==> src/rtl/dt_queue_pkg.sv <==
// rtl/dt_queue_pkg.sv - shared widths, exception bit layout and SRAM request format for dt_queue
package dt_queue_pkg;

   localparam int DT_EXC_W     = 3;
   localparam int EXC_REFILL   = 0;
   localparam int EXC_INVALID  = 1;
   localparam int EXC_MODIFY   = 2;
   localparam int DATA_SRAM_WD = 70;
   localparam int DT_PAYLOAD_W = 150;

   // Field order of a stored SRAM request, MSB first: en, wen, sel, addr, wdata.
   typedef struct packed {
      logic        en;
      logic        wen;
      logic [3:0]  sel;
      logic [31:0] addr;
      logic [31:0] wdata;
   } data_sram_t;

   function automatic logic [DT_EXC_W-1:0] dt_pack_exc(input logic refill,
                                                       input logic invalid,
                                                       input logic modify);
      logic [DT_EXC_W-1:0] e;
      e              = '0;
      e[EXC_REFILL]  = refill;
      e[EXC_INVALID] = invalid;
      e[EXC_MODIFY]  = modify;
      return e;
   endfunction

endpackage

==> src/rtl/dt_queue_mem.sv <==
// rtl/dt_queue_mem.sv - DEPTH x entry storage, one write port and one asynchronous read port
module dt_queue_mem #(
   parameter int W     = 8,
   parameter int DEPTH = 2,
   parameter int PTR_W = 1
) (
   input  logic             clk,
   input  logic             we,
   input  logic [PTR_W-1:0] waddr,
   input  logic [W-1:0]     wdata,
   input  logic [PTR_W-1:0] raddr,
   output logic [W-1:0]     rdata
);

   logic [W-1:0] mem [DEPTH];

   // Contents are never reset; the control logic masks everything outside the occupied range.
   always_ff @(posedge clk) begin
      if (we) mem[waddr] <= wdata;
   end

   assign rdata = mem[raddr];

endmodule

==> src/rtl/dt_queue.sv <==
// rtl/dt_queue.sv - in-order DTLB-to-DCache request queue with valid/ready handshake
// and single data SRAM issue when each entry leaves the head.
module dt_queue
   import dt_queue_pkg::*;
#(
   parameter int PAYLOAD_W = DT_PAYLOAD_W,
   parameter int TAG_W     = 20,
   parameter int DEPTH     = 2,
   parameter int CNT_W     = 2
) (
   input  logic                 clk,
   input  logic                 resetn,
   input  logic                 flush,
   input  logic                 in_valid,
   output logic                 in_ready,
   input  logic [PAYLOAD_W-1:0] in_payload,
   input  logic                 in_uncached,
   input  logic [TAG_W-1:0]     in_tag,
   input  logic                 d_refill,
   input  logic                 d_invalid,
   input  logic                 d_modify,
   input  logic                 in_sram_en,
   input  logic                 in_sram_wen,
   input  logic [3:0]           in_sram_sel,
   input  logic [31:0]          in_sram_addr,
   input  logic [31:0]          in_sram_wdata,
   output logic                 out_valid,
   input  logic                 out_ready,
   output logic [PAYLOAD_W-1:0] out_payload,
   output logic [2:0]           out_exc,
   output logic                 out_uncached,
   output logic [TAG_W-1:0]     out_tag,
   output logic                 data_sram_en,
   output logic                 data_sram_wen,
   output logic [3:0]           data_sram_sel,
   output logic [31:0]          data_sram_addr,
   output logic [31:0]          data_sram_wdata,
   output logic [CNT_W-1:0]     count
);

   localparam int PTR_W = (DEPTH > 1) ? $clog2(DEPTH) : 1;
   localparam int ENT_W = PAYLOAD_W + DT_EXC_W + 1 + TAG_W + DATA_SRAM_WD;

   logic [CNT_W-1:0]     cnt_q;
   logic [PTR_W-1:0]     wr_ptr;
   logic [PTR_W-1:0]     rd_ptr;
   logic                 push;
   logic                 pop;
   data_sram_t           wr_sram;
   data_sram_t           hd_sram;
   logic [ENT_W-1:0]     wr_ent;
   logic [ENT_W-1:0]     rd_ent;
   logic [PAYLOAD_W-1:0] hd_payload;
   logic [DT_EXC_W-1:0]  hd_exc;
   logic                 hd_uncached;
   logic [TAG_W-1:0]     hd_tag;

   // Explicit wrap so non-power-of-two depths work.
   function automatic logic [PTR_W-1:0] ptr_next(input logic [PTR_W-1:0] p);
      return (p == PTR_W'(DEPTH - 1)) ? '0 : p + PTR_W'(1);
   endfunction

   assign in_ready  = resetn & (cnt_q < CNT_W'(DEPTH)) & ~flush;
   assign out_valid = (cnt_q != '0);
   assign push      = in_valid & in_ready;
   assign pop       = out_valid & out_ready;

   assign wr_sram = '{en: in_sram_en, wen: in_sram_wen, sel: in_sram_sel,
                      addr: in_sram_addr, wdata: in_sram_wdata};
   assign wr_ent  = {in_payload, dt_pack_exc(d_refill, d_invalid, d_modify),
                     in_uncached, in_tag, wr_sram};

   dt_queue_mem #(
      .W     (ENT_W),
      .DEPTH (DEPTH),
      .PTR_W (PTR_W)
   ) u_mem (
      .clk   (clk),
      .we    (push),
      .waddr (wr_ptr),
      .wdata (wr_ent),
      .raddr (rd_ptr),
      .rdata (rd_ent)
   );

   assign {hd_payload, hd_exc, hd_uncached, hd_tag, hd_sram} = rd_ent;

   always_ff @(posedge clk or negedge resetn) begin
      if (!resetn) begin
         cnt_q  <= '0;
         wr_ptr <= '0;
         rd_ptr <= '0;
      end else if (flush) begin
         cnt_q  <= '0;
         wr_ptr <= '0;
         rd_ptr <= '0;
      end else begin
         if (push) wr_ptr <= ptr_next(wr_ptr);
         if (pop)  rd_ptr <= ptr_next(rd_ptr);
         case ({push, pop})
            2'b10:   cnt_q <= cnt_q + CNT_W'(1);
            2'b01:   cnt_q <= cnt_q - CNT_W'(1);
            default: cnt_q <= cnt_q;
         endcase
      end
   end

   assign out_payload  = out_valid ? hd_payload  : '0;
   assign out_exc      = out_valid ? hd_exc      : '0;
   assign out_uncached = out_valid & hd_uncached;
   assign out_tag      = out_valid ? hd_tag      : '0;

   // Faulting entries still travel downstream but never touch memory.
   assign data_sram_en    = pop & hd_sram.en & ~|hd_exc & ~flush;
   assign data_sram_wen   = out_valid & hd_sram.wen;
   assign data_sram_sel   = out_valid ? hd_sram.sel   : '0;
   assign data_sram_addr  = out_valid ? hd_sram.addr  : '0;
   assign data_sram_wdata = out_valid ? hd_sram.wdata : '0;
   assign count           = cnt_q;

endmodule

==> config.mk <==
export PLATFORM = sky130hd
export DESIGN_NAME = dt_queue
export DESIGN_NICKNAME = d
export VERILOG_FILES = /design/src/rtl/dt_queue_pkg.sv /design/src/rtl/dt_queue_mem.sv /design/src/rtl/dt_queue.sv
export SDC_FILE = /design/constraint.sdc
export NUM_CORES = 1
export LEC_CHECK = 0
export ABC_AREA = 1
export BUFFER_PORTS_ARGS = -buffer_cell sky130_fd_sc_hd__buf_2
export CAP_MARGIN = 20
export CORE_ASPECT_RATIO = 0.9
export CORE_MARGIN = 2
export CORE_UTILIZATION = 52
export CTS_CLUSTER_DIAMETER = 100
export DETAILED_ROUTE_END_ITERATION = 10
export PLACE_DENSITY_LB_ADDON = 0.1
export SYNTH_ARGS = -nofsm -noshare
export SYNTH_HDL_FRONTEND = slang
export SYNTH_SLANG_ARGS = --single-unit
==> constraint.sdc <==
create_clock -name clk -period 12.82 [get_ports clk]
set_input_delay 1.282 -clock clk [delete_from_list [all_inputs] [get_ports clk]]
set_output_delay 1.282 -clock clk [all_outputs]
set_load 0.02 [all_outputs]
---- Word level (Yosys, flattened, before mapping) ----
Memory sizes are Yosys's and may differ from the RTL's.
Index checks and enable logic that the tools add are counted.
Widths: inputs -> output; s select.
word-level totals
  bits in registers ....................... 4
  memory bits (writable) .................. 488
  input bits .............................. 249
  output and inout port bits .............. 248
  logic and storage cells ................. 43
  memories ................................ 1
cells by class
  $add $sub $neg .......................... 4
  $lt $le $gt $ge ......................... 1
  equality and inequality tests ........... 2
  muxes and demuxes ....................... 16
  bitwise operators ....................... 10
  reduce and logical (&&, ||, !) cells .... 6
memory list
  memory     depth  width  read ports  clocked after Yosys merged registers in  wr ports  RTL line            source
  u_mem.mem  2      244    1           0                                        1         dt_queue_mem.sv:15  logic [W-1:0] mem [DEPTH];
operators by type and width
  cell                 count
  $mux 150             1
  $mux 32              2
  $mux 20              1
  $and 1x1->1          9
  $mux 1               8
  $reduce_bool 2->1    3
  $mux 4               1
  $pmux 2 s2           1
  $mux 3               1
  $reduce_bool 3->1    1
  $reduce_or 3->1      1
  $add 1x1->1 const B  2
  $add 2x1->2 const B  1
  $eq 2x1->1 const B   1
  $eq 2x2->1 const B   1
  $lt 2x2->1 const B   1
  $mux 2               1
  $sub 2x1->2 const B  1
  $logic_not 1->1      1
  $not 1->1            1

---- Logic depth before layout (Yosys ltp) ----
  word-level depth ........................ 7
  gate-level depth with buffers ........... 7

---- Modules after synthesis ----
A second synthesis with hierarchy kept.
unflattened totals
  cells, all modules ...................... 1829
  area, all modules ....................... 20050.5 um^2
by module, submodules not included
  module        times used  cells an instance  area an instance (um^2)  sequential area each (um^2)
  dt_queue_mem  1           1278               17720.7                  14654.1
  dt_queue      1           551                2329.7                   100.1

---- Worst setup path after synthesis ----
OpenSTA, ideal clock, no wires.
  path kind ............................... in2reg
  start point ............................. in flush
  end point ............................... mem u_mem.mem[0][0] in the netlist's numbering (enable)
  library setup time ...................... 0.854 ns
  data arrival time ....................... 11.663 ns
  setup slack ............................. 0.303 ns
  cell stages on the path ................. 3
  path buffers ............................ 0
  path through ............................ nor2_1 > nand3_1 > nor2_1
between the ends
  longest elaborated chain between the ends .. 5
ends and longest elaborated chain
  element                       RTL line            source
  start, declared               dt_queue.sv:13      input logic flush,
  $not 1->1                     dt_queue.sv:63      assign in_ready = resetn & (cnt_q < CNT_W'(DEPTH)) & ~flush;
  $and 1x1->1                   dt_queue.sv:63
  $and 1x1->1                   dt_queue.sv:65      assign push = in_valid & in_ready;
  $mux 1                        dt_queue_mem.sv:19  if (we) mem[waddr] <= wdata;
  $mux 1 (not written as such)  dt_queue_mem.sv:19
  end, declared                 dt_queue_mem.sv:15
No other way between the ends.

---- Worst setup path in the final report ----
  start point ............................. reg rd_ptr
  end point ............................... out data_sram_en
between the ends
  longest elaborated chain between the ends .. 5
  elaborated cells on any way between the ends .. 6
  those cells by class .................... bitwise (3); reduce/logical (2); memory (1)
ends and longest elaborated chain
  element                       RTL line         source
  start, declared               dt_queue.sv:46   logic [PTR_W-1:0] rd_ptr;
  start signal, assigned        dt_queue.sv:99   if (pop) rd_ptr <= ptr_next(rd_ptr);
  $mem_v2 2x244 (*)             -
  $reduce_or 3->1               dt_queue.sv:114  assign data_sram_en = pop & hd_sram.en & ~|hd_exc & ~flush;
  $logic_not 1->1               dt_queue.sv:114
  $and 1x1->1 (*) (2 in a row)  dt_queue.sv:114
  end, declared                 dt_queue.sv:33   output logic data_sram_en,
Mark *: on every way between the ends. The rest lies on a longest branch, timed or not.

==> summary.md <==
| Metric | Value |
|---|---|
| Outcome | finished, final reports clean |
| HPWL after DPL | 29200 um |
| Vias per cell | 5.17 |
| Comb power frac | 11.1% |
| Synth Register Bits | 492 |
| Mapped cell area | 0.0185 mm^2 |
| Vias | 12184 |
| Synth cell count leaders | nand2_1 (495), edfxtp_1 (488), a21oi_1 (232), buf_2 (51), buf_6 (20) |
| Finish-stage setup viols | 0 |
| Distinct cell type count after synthesis | 18 |
| Die area | 0.0372 mm^2 |
| Layout area overhead | 23.0% |
| CTS resizes | 0 |
| Power Density | 156 mW/mm^2 |
| Final period util | 38.2% |
| Worst Setup Path Type | reg -> out |
| Clk slew on worst S/H paths | 0.06 ns |
| Area of the multi-input gates | 0.00325 mm^2 |
| Crit path launch | rd_ptr |
| TritonCTS clock tree | yes |
| Sink Count | 492 |
| Max Freq | 204 MHz |
| Syn avg cell area | 13.8 um^2 |
| Number of hold buffers added after CTS | 0 |
| Most frequent cell after synthesis | nand2_1 |
| Final instance area | 0.0228 mm^2 |
| Register area | 0.0148 mm^2 |
| Fin. max-slew vios | 0 |
| RSZ-0062 raised after global routing | no |
| Pin count of the biggest net entering global routing | 177 |
| Core area | 0.0351 mm^2 |
| Crit path max fanout | 67 |
| Dpl cell area | 0.0212 mm^2 |
| YS warnings | 0 |
| Clk network pwr share | 37.5% |
| Synth top area share | 79.1% |
| Post-synthesis sequential area ratio | 79.6% |
| # rows | 65 |
| Nets | 2073 |
| Total congestion overflow | 0 |
| Share of layout cells above drive strength 1 | 31.6% |
| Wire length per cell | 19.8 um |
| Pleak | 0.00912 uW |
| Final wirelength | 46600 um |
| Crit. End Element | output pin |
| Final Hold Fails | 0 |
| Worst Hold Class | in -> async |
| Final setup TNS | 0 ns |
| Initial antenna violation count | 24 |
| First-pass GRT wire length | 68000 um |
| Die Span Y | 183 um |
| Switching portion of total power | 24.3% |
| Headroom to the max-slew limit | 25.6% |
| Fill cells | 2707 |
| Net count of the mapped netlist | 1591 |
| Num CTS Buffers | 49 |
| Number of I/O port buffers | 496 |
| Vias in the first global route | 11924 |
| Gpl congestion | 0.821 |
| Number of max-cap violations | 0 |
| Setup bufs post-CTS | 0 |
| Root Buffer | clkbuf_16 |
| DR DRC count | 0 |
| Total track usage | 24.3% |
| Clk_skew | 0.0219 ns |
| Starting density of the core | 52.9% |
| H-tree depth | 2 |
| I/O pins | 497 |
| Reg power frac | 51.4% |
| First drt pass iteration count | 5 |
| P_int | 2680 uW |
| Startpoint Class | flop |
| Crit path DAT | 3.61 ns |
| Post-synth EDFFs | 488 |
| Ys flop type | edfxtp_1 |
| Required time of the worst setup path | 11.54 ns |
| Antenna viol nets, final | 0 |
| FFs w/ async S/R, synth | 0.813% |
| Die W | 203 um |
| Initial drt markers | 882 |
| Top post-synthesis cells by area | edfxtp_1 (79%), nand2_1 (10%), a21oi_1 (6.3%) |
| Clock Latency Late Sink | 0.56 ns |
| FF-to-FF Start | count[1] |
| Peak VDD IR | 0.000135 V |
| Cells after Synth | 1342 |
| Clock buffer depth | 3 |
| Worst Tran Pin Value | 1.12 ns |
| Final Critical Period | 4.89 ns |
| Switching power | 863 uW |
| Largest area contributor in the synthesized netlist | edfxtp_1 |
stage by stage:
stage	hold slack, ns	setup WS [ns]	util, %	power, uW	instances
after floorplan	0.484	0.303	-	2110	1342
after CTS	0.508	7.78	64.8	3580	2332
final	0.541	7.93	65.0	3550	2355
after global routing	0.520	7.64	65.0	3670	2349
after global placement	0.560	8.40	60.6	2250	2242
after detailed placement	0.582	8.40	60.6	2250	2242
cell families (layout without fill, tap and decap cells):
kind of cell / after synthesis / count (layout) / synth area share (%)
AO/OA/AOI/OAI: 246 / 246 / 6.85
buffers and inverters: 89 / 610 / 3.00
flip-flops: 492 / 492 / 79.6
multiplexers: 1 / 1 / 0.0540
other: 0 / 23 / 0
AND/OR/NAND/NOR: 514 / 514 / 10.5
per-layer routing:
layer  part of all wire, %  global-route usage (%)
met5                 0.088                       0
met4                   4.0                    10.9
met3                   9.1                    7.52
met2                    49                    39.9
met1                    38                    29.7
layout by cell type, fill, tap and decap left out, types with 2 or more instances in the layout:
| cell | instances |
|---|---|
| a21oi_1 | 232 |
| a21oi_2 | 10 |
| buf_2 | 496 |
| buf_4 | 14 |
| bufinv_16 | 2 |
| clkbuf_1 | 10 |
| clkbuf_16 | 51 |
| clkinv_1 | 18 |
| clkinv_2 | 7 |
| dfrtp_1 | 3 |
| diode_2 | 23 |
| edfxtp_1 | 488 |
| inv_1 | 8 |
| inv_6 | 2 |
| nand2_1 | 495 |
| nand3_1 | 6 |
| nand4_1 | 3 |
| nor2_1 | 6 |
| nor2_4 | 3 |
| o21ai_0 | 2 |
| o21ai_1 | 2 |
state kept, by name, indices dropped and copies added, names as in the netlist:
register   flops
wr_ptr         1
u_mem.mem    488
rd_ptr         1
count          2
final timing paths:
kind                                           to  slack [ns]  depth (start not counted)
worst min-delay path                       wr_ptr        0.54                          1
min in group clk                           wr_ptr        0.58                          1
max in group asynchronous                  rd_ptr       12.11                          1
worst max register to register  u_mem.mem[0][117]        9.80                          5
worst max-delay path                 data_sram_en        7.93                          7
worst min register to register             wr_ptr        0.58                          1
power groups by stage:
stage | sequential, uW | clock, uW | combinational (uW)
floorplan | 1870 | 0 | 248
global placement | 1860 | 0 | 391
detailed placement | 1860 | 0 | 395
CTS | 1820 | 1360 | 397
global route | 1830 | 1420 | 425
finish | 1820 | 1330 | 393
critical path, stage by stage (launching register included):
cell     delay [ns]
dfrtp_4        0.81
buf_4          0.65
buf_4          0.69
nand2_1        0.10
o21ai_1        0.15
nand4_1        0.13
nor3_1         0.25
buf_2          0.23
layout make-up:
class                           count  share of cell area [%]
Sequential cell                   492                    64.8
Multi-Input combinational cell    761                    14.2
Timing Repair Buffer              511                    11.4
Clock buffer                       61                    5.77
Tap cell                          469                    2.58
Clock inverter                     29                   0.785
Antenna cell                       23                   0.253
Inverter                            9                   0.170
No activity file was read; power rests on OpenSTA's default activity.
